$ cat src/rtl/uart_word_packer.sv
// UART receiver (8N1, or 8E1 when UART_PARITY_EN is defined) that packs
// BYTES_PER_WORD bytes per word and writes them to a FIFO with back-pressure accounting.
module uart_word_packer #(
  parameter int UART_BPS          = 9600,
  parameter int CLK_FREQ          = 50_000_000,
  parameter int BYTES_PER_WORD    = 2,
  parameter int OUT_WIDTH         = 16,
  parameter int MSB_FIRST         = 1,
  parameter int IDLE_TIMEOUT_BITS = 20
) (
  input  logic                 clk,
  input  logic                 rst_n,
  input  logic                 rx,
  input  logic                 fifo_full,
  output logic [OUT_WIDTH-1:0] fifo_wr_data,
  output logic                 fifo_wr_en,
  output logic                 frame_err,
  output logic                 partial_drop,
  output logic [15:0]          drop_cnt
);

  localparam int BIT_CNT = CLK_FREQ / UART_BPS;
  localparam int CNT_W   = (BIT_CNT > 1) ? $clog2(BIT_CNT) : 1;
  localparam int TIMEOUT = IDLE_TIMEOUT_BITS * BIT_CNT;
  localparam int IDLE_W  = $clog2(TIMEOUT + 1);
  localparam int IDX_W   = (BYTES_PER_WORD > 1) ? $clog2(BYTES_PER_WORD) : 1;

  typedef enum logic [2:0] {S_IDLE, S_START, S_DATA, S_PARITY, S_STOP} state_t;

  state_t               state_q, state_d;
  logic                 rx_meta_q, rx_s_q, rx_prev_q;
  logic [CNT_W-1:0]     baud_q, baud_d;
  logic [2:0]           bit_idx_q, bit_idx_d;
  logic [7:0]           shift_q, shift_d;
  logic [IDX_W-1:0]     byte_idx_q, byte_idx_d, lane;
  logic [OUT_WIDTH-1:0] word_q, word_d, wr_data_q, wr_data_d;
  logic [IDLE_W-1:0]    idle_q, idle_d;
  logic                 wr_en_q, wr_en_d, ferr_q, ferr_d, pdrop_q, pdrop_d;
  logic [15:0]          drop_q, drop_d;
  logic                 fall, mid, stop_ok, byte_valid;
`ifdef UART_PARITY_EN
  logic                 parity_ok_q, parity_ok_d;
`endif

  assign fall = rx_prev_q & ~rx_s_q;
  assign mid  = (baud_q == CNT_W'(BIT_CNT / 2));
`ifdef UART_PARITY_EN
  assign stop_ok = rx_s_q & parity_ok_q;
`else
  assign stop_ok = rx_s_q;
`endif
  assign lane = (MSB_FIRST != 0) ? IDX_W'(BYTES_PER_WORD - 1) - byte_idx_q : byte_idx_q;

  always_comb begin
    state_d    = state_q;
    baud_d     = (state_q == S_IDLE || baud_q == CNT_W'(BIT_CNT - 1)) ? '0 : baud_q + 1'b1;
    bit_idx_d  = bit_idx_q;
    shift_d    = shift_q;
    byte_idx_d = byte_idx_q;
    word_d     = word_q;
    wr_data_d  = wr_data_q;
    wr_en_d    = 1'b0;
    ferr_d     = 1'b0;
    pdrop_d    = 1'b0;
    drop_d     = drop_q;
    idle_d     = idle_q;
    byte_valid = 1'b0;
`ifdef UART_PARITY_EN
    parity_ok_d = parity_ok_q;
`endif

    // Baud counter runs from the start edge and wraps every bit; every state samples at its mid-point.
    case (state_q)
      S_IDLE:  if (fall) state_d = S_START;
      S_START: if (mid) state_d = rx_s_q ? S_IDLE : S_DATA;
      S_DATA: if (mid) begin
        shift_d   = {rx_s_q, shift_q[7:1]};
        bit_idx_d = bit_idx_q + 3'd1;
`ifdef UART_PARITY_EN
        if (bit_idx_q == 3'd7) state_d = S_PARITY;
`else
        if (bit_idx_q == 3'd7) state_d = S_STOP;
`endif
      end
`ifdef UART_PARITY_EN
      S_PARITY: if (mid) begin
        parity_ok_d = ((^shift_q) == rx_s_q);
        state_d     = S_STOP;
      end
`endif
      S_STOP: if (mid) begin
        state_d = S_IDLE;
        if (stop_ok) byte_valid = 1'b1;
        else         ferr_d     = 1'b1;
      end
      default: state_d = S_IDLE;
    endcase

    if (byte_valid) begin
      word_d[{lane, 3'b000} +: 8] = shift_q;
      if (byte_idx_q == IDX_W'(BYTES_PER_WORD - 1)) begin
        byte_idx_d = '0;
        if (!fifo_full) begin
          wr_data_d = word_d;
          wr_en_d   = 1'b1;
        end else if (drop_q != 16'hFFFF) begin
          drop_d = drop_q + 16'd1;
        end
      end else begin
        byte_idx_d = byte_idx_q + 1'b1;
      end
    end

    // A falling edge in the same cycle as the timeout takes priority over the drop.
    if (state_q != S_IDLE) begin
      idle_d = '0;
    end else if (!fall && idle_q != IDLE_W'(TIMEOUT)) begin
      idle_d = idle_q + 1'b1;
      if (idle_q == IDLE_W'(TIMEOUT - 1) && byte_idx_q != '0) begin
        byte_idx_d = '0;
        pdrop_d    = 1'b1;
      end
    end
  end

  always_ff @(posedge clk) begin
    if (!rst_n) begin
      rx_meta_q  <= 1'b1;
      rx_s_q     <= 1'b1;
      rx_prev_q  <= 1'b1;
      state_q    <= S_IDLE;
      baud_q     <= '0;
      bit_idx_q  <= '0;
      shift_q    <= '0;
      byte_idx_q <= '0;
      word_q     <= '0;
      wr_data_q  <= '0;
      wr_en_q    <= 1'b0;
      ferr_q     <= 1'b0;
      pdrop_q    <= 1'b0;
      drop_q     <= '0;
      idle_q     <= '0;
`ifdef UART_PARITY_EN
      parity_ok_q <= 1'b1;
`endif
    end else begin
      rx_meta_q  <= rx;
      rx_s_q     <= rx_meta_q;
      rx_prev_q  <= rx_s_q;
      state_q    <= state_d;
      baud_q     <= baud_d;
      bit_idx_q  <= bit_idx_d;
      shift_q    <= shift_d;
      byte_idx_q <= byte_idx_d;
      word_q     <= word_d;
      wr_data_q  <= wr_data_d;
      wr_en_q    <= wr_en_d;
      ferr_q     <= ferr_d;
      pdrop_q    <= pdrop_d;
      drop_q     <= drop_d;
      idle_q     <= idle_d;
`ifdef UART_PARITY_EN
      parity_ok_q <= parity_ok_d;
`endif
    end
  end

  assign fifo_wr_data = wr_data_q;
  assign fifo_wr_en   = wr_en_q;
  assign frame_err    = ferr_q;
  assign partial_drop = pdrop_q;
  assign drop_cnt     = drop_q;

endmodule
$ cat config.mk
export PLATFORM = sky130hd
export DESIGN_NAME = uart_word_packer
export DESIGN_NICKNAME = d
export VERILOG_FILES = /design/src/rtl/uart_word_packer.sv
export SDC_FILE = /design/constraint.sdc
export NUM_CORES = 1
export LEC_CHECK = 0
export ABC_AREA = 0
export CAP_MARGIN = 10
export CORE_MARGIN = 4
export CORE_UTILIZATION = 50
export DETAILED_ROUTE_END_ITERATION = 8
export GPL_TIMING_DRIVEN = 1
export PLACE_DENSITY = 0.76
export SYNTH_ARGS = -nofsm -noshare
export SYNTH_HDL_FRONTEND = slang
export SYNTH_SLANG_ARGS = --single-unit
$ cat constraint.sdc
create_clock -name clk -period 2.4 [get_ports clk]
set_clock_uncertainty 0.05 [all_clocks]
set_input_delay 0.72 -clock clk [delete_from_list [all_inputs] [get_ports clk]]
set_output_delay 0.72 -clock clk [all_outputs]
set_load 0.02 [all_outputs]
==> metrics.txt, run 1 <==
run status complete, no violations; maximum fanout along the worst path 11; vias in the first global route 3096; number of max-cap violations 0; Crit path required time 2.65 ns; # rows 31; fin crit share 96.3%; initial antenna violation count 0; clock network fraction of design power 43.0%; switching part of the total 22.2%; Synth Warn # 0; Pre-Repair DR Iteration Count 4; top-level port count 39; Via density 5.39; largest net degree at the start of global routing 45; Cell Pwr Density 587 mW/mm^2; GRT Total Usage 18.6%; setup violators final 0; H-tree depth 3; RSZ-0062 raised after global routing true; hold path startpoint rx_meta_q$_SDFF_PN1_; Slew HR 59.6%; Die W 96.0 um; slack of the worst reg-to-reg path 0.09 ns; root buf cell clkbuf_8; Logic pwr share 2.6%; worst hold endpoint rx_s_q$_SDFF_PN1_; Initial Util 52.3%; synth unique cells 41; CTS tree built; Switch Pwr 622 uW; vias 3233; critical path capture point type register; Final Wtd Congestion 0.802; Synth Net Count 454; Routed Antenna Nets 0; global route overflow 0; layout cells sized above 1 11.2%; clk sinks 91; first-pass GRT wire length 13600 um; Die ar. 0.00922 mm^2; CTS Buf Count 9; drt drc 0; RR Startpoint baud_q[1]$_SDFF_PP0_; Seq cells post-synth 91; placed cells 582; Hold Path Cell Cnt 1; Mapped Cells 443; CTS Buffer Depth 2; Die Ht 96.0 um; Mean Syn Cell Area 8.74 um^2; Tmin final 2.31 ns; Post-Syn Area 0.00387 mm^2; Clock Latency Late Sink 0.36 ns; IO buf count 38; Layout Area Growth over Synthesis 23.3%; wirelength, routed 8160 um; FMAX 433 MHz; hold crit path type reg -> reg; Static Leak 1.66 nW; sequential fraction of the synthesis area 47.0%; WS Path Type reg -> reg; Core Util, Final 64.5%; final total power 2.80 mW; Critical Path AT 2.56 ns; Final Hold Viols 0; DPL Wire Length 5670 um; Final Slew Violations 0; Worst-path clk slew 0.10 ns; worst r2r dst drop_cnt[3]$_SDFFE_PN0P_; Finished Layout Cells 600; Final nets 507; CP startpoint kind register; largest vdd supply drop 329 uV; antenna cell count 0; 1st-iter DRT viols 68; Internal 2.18 mW; Placeable Area 0.00741 mm^2; Slew @ Worst Pin 0.606 ns; WL per Instance 13.6 um; FF-to-FF path depth 8; Seq pwr share 54.5%
## sequential cells by signal (all words and copies together), names as in the netlist, 3 cells and up
name	count
baud_q	13
bit_idx_q	3
drop_cnt	16
fifo_wr_data	16
idle_q	17
shift_q	8
state_q	3
word_q	8
## layer usage
| metal | track usage [%] | share of wire [%] |
|---|---|---|
| met3 | 4.38 | 2.9 |
| met1 | 22.4 | 46 |
| met5 | 0 | 0 |
| met4 | 5.81 | 1.0 |
| met2 | 32.5 | 50 |
## cell type report
| cell class | instances | area, um^2 |
|---|---|---|
| clock inverters | 6 | 100 |
| inverters | 12 | 45.0 |
| multi-input cells | 320 | 1970 |
| clock buffers | 10 | 138 |
| well taps | 99 | 124 |
| repair buffers | 62 | 577 |
| flip-flops and latches | 91 | 1830 |
| fillers | 613 | 2630 |
## synth_stat cells (all sizes together)
master,number,area (um^2)
nand4bb,3,33.8
o21ai,13,65.1
a21oi,32,160
or4b,2,23.8
or3,15,93.8
nor2,56,218
o21a,2,15.0
nor3b,1,7.51
nor4,7,58.8
o2111ai,1,15.0
ha,7,87.6
nand3b,1,7.51
nand3,15,75.1
nand4b,2,17.5
xor2,11,96.3
or3b,1,8.76
and2,3,18.8
buf,4,25.0
nand4,12,75.1
clkbuf,16,60.1
or4,7,52.6
nor3,14,75.1
a31oi,2,12.5
mux2i,22,220
and3,3,18.8
nor2b,2,12.5
o211ai,2,15.0
nand2b,8,50.1
dfxtp,91,1820
nand2,55,206
o31ai,2,15.0
inv,12,45.0
xnor2,14,123
and4,5,43.8
## power groups by stage
stage                     clock network [mW]  logic, mW  registers (mW)
after floorplan                            0     0.0496            1.56
after global placement                     0     0.0686            1.56
after detailed placement                   0     0.0707            1.56
after CTS                               1.24     0.0710            1.53
after global routing                    1.30     0.0791            1.53
final                                   1.20     0.0715            1.53
## what timing repair did
action | 4_1_cts | 5_1_grt
hold buffers | 0 | 0
resized for setup | 0 | 11
setup endpoints to repair | 0 | 28
setup buffers | 0 | 2
## cell usage in the layout, fill, tap and decap left out, types with 14 or more instances in the layout
master / instances
nor2_1: 55
or3_1: 15
dfxtp_1: 89
mux2i_1: 22
nand3_1: 15
clkdlybuf4s50_1: 38
xnor2_1: 14
a21oi_1: 31
nand2_1: 55
buf_4: 22
## cells by family after synthesis
family / Yosys count / share of synthesized area [%]
buffers and inverters: 32 / 3.36
adder cells (fa/ha/maj): 7 / 2.26
AO/OA/AOI/OAI: 54 / 7.69
flip-flops: 91 / 47.0
XOR/XNOR: 25 / 5.65
AND/OR/NAND/NOR: 212 / 28.3
multiplexers: 22 / 5.68
## worst max path at each step
stage,cells past startpoint,from,to,slack (ns)
2_1_floorplan,5,drop_cnt[2]$_SDFFE_PN0P_,drop_cnt[14]$_SDFFE_PN0P_,0.03
3_3_place_gp,5,fifo_full,drop_cnt[14]$_SDFFE_PN0P_,-0.03
3_5_place_dp,5,fifo_full,drop_cnt[14]$_SDFFE_PN0P_,-0.08
4_1_cts,6,drop_cnt[1]$_SDFFE_PN0P_,drop_cnt[14]$_SDFFE_PN0P_,0.02
5_1_grt,8,baud_q[1]$_SDFF_PP0_,drop_cnt[3]$_SDFFE_PN0P_,-0.01
6_report,8,baud_q[1]$_SDFF_PP0_,drop_cnt[3]$_SDFFE_PN0P_,0.09
## worst max-delay path, cell delays in order (launching register included)
cell	delay, ns
dfxtp_1	0.33
inv_1	0.05
ha_1	0.12
or4b_4	0.51
nor4_4	0.22
o2111ai_4	0.20
buf_4	0.22
or4_1	0.47
nand2_1	0.08
## per-stage QoR
stage	setup TNS (ns)	hold slack [ns]	setup slack (ns)	instance area (um^2)
after global placement	-0.0275	0.347	-0.0275	4460
final	0	0.389	0.0883	4780
after detailed placement	-0.150	0.351	-0.0799	4460
after CTS	0	0.391	0.0246	4700
after global routing	-0.0166	0.407	-0.0104	4780
after floorplan	0	0.336	0.0285	3880
(Power assumes the default switching activity.)
==> run 2, diff against run 1 <==
- ABC_AREA: 0 -> 1
- PLACE_DENSITY: 0.76 -> 0.75
==> run 2 against run 1 <==
Global-route usage shrank 0.43 points. Worst hold slack worse by 0.018 ns. Count of clock-buffer cells in the layout rose by 1. Highest routed layer unchanged. Combinational power increased to 4.4 times the previous value. Flip-flop and latch count rose by 8. Die area is 21% higher. Maximum frequency increased by 2.6%.
==> metrics.txt, run 2 <==
run status complete, no violations (unchanged); Clock Latency Late Sink 0.36 ns (about the same); DPL Wire Length 7080 um (was 5670 um); Static Leak 1.90 nW (was 1.66 nW); FF-to-FF path depth 9 (was 8); FMAX 444 MHz (was 433 MHz); Mean Syn Cell Area 7.00 um^2 (was 8.74 um^2); vias in the first global route 3931 (was 3096); stages on the worst setup path 1 (was 8); Final Hold Viols 0 (unchanged); Layout Area Growth over Synthesis 12.8% (was 23.3%); 1st-iter DRT viols 126 (was 68); hold buffer count at cts 0 (unchanged); CTS Buffer Depth 2 (unchanged); CP startpoint kind register (unchanged); Largest register FFs 17 (unchanged); largest vdd supply drop 368 uV (was 329 uV); root buf cell clkbuf_8 (unchanged); Setup Buffers After CTS 0 (unchanged); initial antenna violation count 0 (unchanged); Yosys top cell area share 41.7% (was 47.0%); Via density 5.12 (was 5.39); GRT Total Usage 18.2% (was 18.6%); EDFF count, synth 0 (unchanged); sequential fraction of the synthesis area 41.7% (was 47.0%); WL per Instance 11.7 um (was 13.6 um); delay-heaviest family, CP buffers and inverters (was simple AND/OR/NAND/NOR gates); largest net degree at the start of global routing 43 (was 45); Die Ht 105 um (was 96.0 um); Routed Antenna Nets 0 (unchanged); first-pass GRT wire length 17100 um (was 13600 um); hold crit path type reg -> reg (unchanged); Crit path required time 1.63 ns (was 2.65 ns); CTS Buf Count 9 (unchanged); final worst slack 0.146 ns (was 0.0883 ns); DP Worst Slack 0.245 ns (was -0.0799 ns); Synth Warn # 0 (unchanged); most instantiated library cell after synthesis nand2_1 (was dfxtp_1); Cell Pwr Density 551 mW/mm^2 (was 587 mW/mm^2); wirelength, routed 9890 um (was 8160 um); maximum fanout along the worst path 6 (was 11); Critical Path AT 1.48 ns (was 2.56 ns); commonest non-fill, non-tap cell in the layout nand2_1 (was dfxtp_1); fin crit share 93.9% (was 96.3%); Die ar. 0.0111 mm^2 (was 0.00922 mm^2); Initial Util 51.4% (was 52.3%); Slew HR 64.6% (was 59.6%); Resized Gates After CTS 0 (unchanged); FFs w/ async S/R, synth 0% (unchanged); number of max-cap violations 0 (unchanged); hold slack 0.371 ns (was 0.389 ns); Max stage delay on crit path 0.67 ns (was 0.51 ns); final total power 2.95 mW (was 2.80 mW); Final Slew Violations 0 (unchanged); Tmin final 2.25 ns (was 2.31 ns); clk sinks 99 (was 91); drt drc 0 (unchanged); setup violators final 0 (unchanged); ys flop type dfxtp_1 (unchanged); Synth Net Count 690 (was 454); Synth area leader dfxtp_1 (unchanged); top-level port count 39 (unchanged); layout cells sized above 1 6.85% (was 11.2%); global route overflow 0 (unchanged); slowest library cell on the worst path clkdlybuf4s50_1 (was or4b_4); Worst-path clk slew 0.10 ns (about the same); vias 4319 (was 3233); Final Wtd Congestion 0.929 (was 0.802); H-tree depth 3 (unchanged); IO buf count 38 (unchanged); cell area after placement 0.00520 mm^2 (was 0.00446 mm^2); synth unique cells 32 (was 41); Mapped Cells 679 (was 443); Post-Syn Area 0.00475 mm^2 (was 0.00387 mm^2); critical path capture point type primary output (was register); RSZ-0062 raised after global routing false (was true); dominant cells by area after synthesis dfxtp_1, nand2_1, nor2_1 (was dfxtp_1, mux2i_1, nand2_1); Slew @ Worst Pin 0.527 ns (was 0.606 ns); CTS tree built (unchanged); placed cells 829 (was 582); Die W 105 um (was 96.0 um); Final nets 722 (was 507); Seq cells post-synth 99 (was 91); WS Path Type reg -> out (was reg -> reg); Placeable Area 0.00924 mm^2 (was 0.00741 mm^2); Finished Layout Cells 844 (was 600); # rows 35 (was 31); antenna cell count 0 (unchanged); fin area 0.00536 mm^2 (was 0.00478 mm^2); Pre-Repair DR Iteration Count 4 (unchanged); CP cell instances clkdlybuf4s50_1 (was inv_1, ha_1, or4b_4, nor4_4, o2111ai_4, buf_4, or4_1, nand2_1); most frequent cells in the layout nand2_1, nor2_1, dfxtp_1, inv_1, o21ai_0 (was dfxtp_1, nand2_1, nor2_1, clkdlybuf4s50_1, a21oi_1); WP buf/inv 1 (was 2); Biggest register idle_q (unchanged); Hold Path Cell Cnt 1 (unchanged); top post-synthesis cells by count nand2_1, nor2_1, dfxtp_1 (was dfxtp_1, nand2_1, nor2_1); Core Util, Final 58.0% (was 64.5%); Fin Setup TNS 0 ns (unchanged)
run 2: worst paths after layout:
check / start / endpoint / slack [ns]
worst max-delay path: drop_cnt[12]$_SDFFE_PN0P_ / drop_cnt[12] / 0.15
worst min-delay path: rx_meta_q$_SDFF_PN1_ / rx_s_q$_SDFF_PN1_ / 0.37
worst max register to register: drop_cnt[1]$_SDFFE_PN0P_ / drop_cnt[12]$_SDFFE_PN0P_ / 0.53
worst min register to register: rx_meta_q$_SDFF_PN1_ / rx_s_q$_SDFF_PN1_ / 0.37
run 2: routing by layer:
| layer | share of wire, % | vias up | GRT usage [%] | wire length, um |
|---|---|---|---|---|
| li1 | - | 2261 | - | - |
| met3 | 3.5 | 11 | 2.39 | 342 |
| met4 | 1.6 | 0 | 6.57 | 157 |
| met2 | 48 | 69 | 31.6 | 4760 |
| met5 | 0 | - | 0 | 0 |
| met1 | 47 | 1978 | 22.9 | 4630 |
run 2: kinds of logic after synthesis:
kind of cell / count (synthesis) / synth area share (%)
AOI/OAI and AO/OA: 117 / 12.4
xor gates and xnor gates: 13 / 2.40
adders and majority gates: 7 / 1.84
buffers and inverters: 93 / 8.35
DFF: 99 / 41.7
and+or+nand+nor: 350 / 33.3
run 2: final cells by class:
class                           instances  area, um^2
Sequential cell                        99        1980
Timing Repair Buffer                   44         420
Fill cell                             870        3880
Clock buffer                           11         131
Tap cell                              129         161
Inverter                               70         263
Multi-Input combinational cell        487        2370
Clock inverter                          4        28.8
run 2: power by group:
group / leakage [nW] / switching, mW / total, mW / internal [mW]
sequential: 0.799 / 0.0365 / 1.72 / 1.68
combinational: 1.03 / 0.220 / 0.316 / 0.0956
clock: 0.0754 / 0.547 / 0.919 / 0.372
total: 1.90 / 0.804 / 2.95 / 2.15
==> run 3, diff against run 2 <==
- ABC_AREA: 1 -> not set
- CELL_PAD_IN_SITES_DETAIL_PLACEMENT: not set -> 0
- CELL_PAD_IN_SITES_GLOBAL_PLACEMENT: not set -> 1
- CORE_UTILIZATION: 50 -> 38
- PLACE_DENSITY: 0.75 -> 0.76
==> run 3 against run 2 <==
Clock power up 18%. Utilization down 8.8 points. First-iteration DRC count up 15%. Sequential share of layout area up 0.59 points. Maximum frequency down 2.4%. Flip-flop and latch count down 8. Critical path depth up 5. Global-route usage down 3.1 points. Combinational power down 76%. Final cell count down 24%. Die area up 6.7%. Worst hold slack better by 0.023 ns.
==> metrics.txt, run 3 (synthesis gave the netlist of run 1 again) <==
# rows 36 (was 35); Final Hold Viols 0 (unchanged); Via density 5.03 (was 5.12); slowest library cell on the worst path or4_4 (was clkdlybuf4s50_1); FMAX 433 MHz (was 444 MHz); H-tree depth 3 (unchanged); Max stage delay on crit path 0.57 ns (was 0.67 ns); fin crit share 96.2% (was 93.9%); CP cell instances ha_1, inv_1, or4_4, or3b_2, or4_1, a21oi_1 (was clkdlybuf4s50_1); top-level port count 39 (unchanged); critical path capture point type register (was primary output); Slew HR 60.9% (was 64.6%); Placeable Area 0.00986 mm^2 (was 0.00924 mm^2); placed cells 624 (was 829); RSZ-0062 raised after global routing true (was false); layout cells sized above 1 12.1% (was 6.85%); CTS Buf Count 9 (unchanged); Layout Area Growth over Synthesis 25.4% (was 12.8%); FF-to-FF path depth 6 (was 9); WS Path Type reg -> reg (was reg -> out); Biggest register idle_q (unchanged); Clock Latency Late Sink 0.37 ns (was 0.36 ns); stages on the worst setup path 6 (was 1); drt drc 0 (unchanged); maximum fanout along the worst path 5 (was 6); Tmin final 2.31 ns (was 2.25 ns); hold crit path type reg -> reg (unchanged); Hold Path Cell Cnt 1 (unchanged); CP startpoint kind register (unchanged); Finished Layout Cells 645 (was 844); GRT Total Usage 15.1% (was 18.2%); Final nets 518 (was 722); antenna cell count 0 (unchanged); Cell Pwr Density 553 mW/mm^2 (was 551 mW/mm^2); run status complete, no violations (unchanged); 1st-iter DRT viols 145 (was 126); first-pass GRT wire length 14300 um (was 17100 um); Routed Antenna Nets 0 (unchanged); largest vdd supply drop 313 uV (was 368 uV); Final Wtd Congestion 0.771 (was 0.929); initial antenna violation count 0 (unchanged); footprint of the multi-input gates 0.00196 mm^2 (was 0.00237 mm^2); Pre-Repair DR Iteration Count 5 (was 4); vias in the first global route 3102 (was 3931); Worst-path clk slew 0.09 ns (was 0.10 ns); CTS Buffer Depth 2 (unchanged); Die ar. 0.0119 mm^2 (was 0.0111 mm^2); commonest non-fill, non-tap cell in the layout dfxtp_1 (was nand2_1); Largest register FFs 17 (unchanged); cell area after placement 0.00458 mm^2 (was 0.00520 mm^2); Die Ht 109 um (was 105 um); delay-heaviest family, CP simple AND/OR/NAND/NOR gates (was buffers and inverters); number of max-cap violations 0 (unchanged); WP buf/inv 1 (unchanged); setup violators final 0 (unchanged); largest net degree at the start of global routing 38 (was 43); vias 3244 (was 4319); IO buf count 38 (unchanged); global route overflow 0 (unchanged); most frequent cells in the layout dfxtp_1, nand2_1, nor2_1, clkdlybuf4s50_1 (was nand2_1, nor2_1, dfxtp_1, inv_1, o21ai_0); Final Slew Violations 0 (unchanged); Seq. cell area 0.00182 mm^2 (was 0.00198 mm^2); Critical Path AT 2.56 ns (was 1.48 ns); CTS tree built (unchanged); WL per Instance 13.0 um (was 11.7 um); Die W 109 um (was 105 um); clk sinks 91 (was 99); Initial Util 39.3% (was 51.4%); wirelength, routed 8400 um (was 9890 um); fin area 0.00486 mm^2 (was 0.00536 mm^2); Static Leak 1.69 nW (was 1.90 nW); root buf cell clkbuf_8 (unchanged); Crit path required time 2.65 ns (was 1.63 ns); # fillers 947 (was 870); DPL Wire Length 5720 um (was 7080 um); Slew @ Worst Pin 0.581 ns (was 0.527 ns)
run 3: report_power, final:
part,switching (mW),internal (mW),total (mW)
Sequential,0.00850,1.52,1.53
Clock,0.566,0.519,1.08
Combinational,0.0476,0.0287,0.0763
run 3: worst paths after layout:
check	startpoint	end	slack [ns]
max	drop_cnt[1]$_SDFFE_PN0P_	drop_cnt[14]$_SDFFE_PN0P_	0.09
max reg2reg	drop_cnt[1]$_SDFFE_PN0P_	drop_cnt[14]$_SDFFE_PN0P_	0.09
min	rx_meta_q$_SDFF_PN1_	rx_s_q$_SDFF_PN1_	0.39
min reg2reg	rx_meta_q$_SDFF_PN1_	rx_s_q$_SDFF_PN1_	0.39
run 3: through the flow:
stage	setup WS [ns]	TNS, ns	total power, mW	hold WS, ns	utilization, %
2_1_floorplan	0.0285	0	1.61	0.336	-
3_5_place_dp	-0.0588	-0.105	1.64	0.348	46.4
4_1_cts	0.0275	0	2.73	0.394	48.6
3_3_place_gp	-0.0467	-0.0645	1.64	0.365	46.4
5_1_grt	-0.0300	-0.118	2.80	0.425	49.2
6_report	0.0901	0	2.69	0.394	49.2
run 3: repair_timing:
item	CTS	global route
cloned	0	1
resized for setup	1	4
setup buffers	0	4
pin swaps	0	2
hold buffers	0	0
setup endpoints to repair	6	11
endpoints found under the hold margin	0	0
run 3: routing by layer:
layer  share of wire (%)  vias to the layer above  GRT usage, %
li1                    -                     1666             -
met2                  48                       41          24.5
met1                  48                     1527          19.3
met3                 3.2                       10          4.85
met5                   0                        -             0
met4                 1.1                        0          4.06
run 3: area by class of cell:
class	instances	share of cell area, %
well taps	133	3.43
clock inverters	6	1.47
inverters	12	0.928
clock buffers	10	2.83
flip-flops and latches	91	37.6
repair buffers	72	13.5
multi-input cells	321	40.3
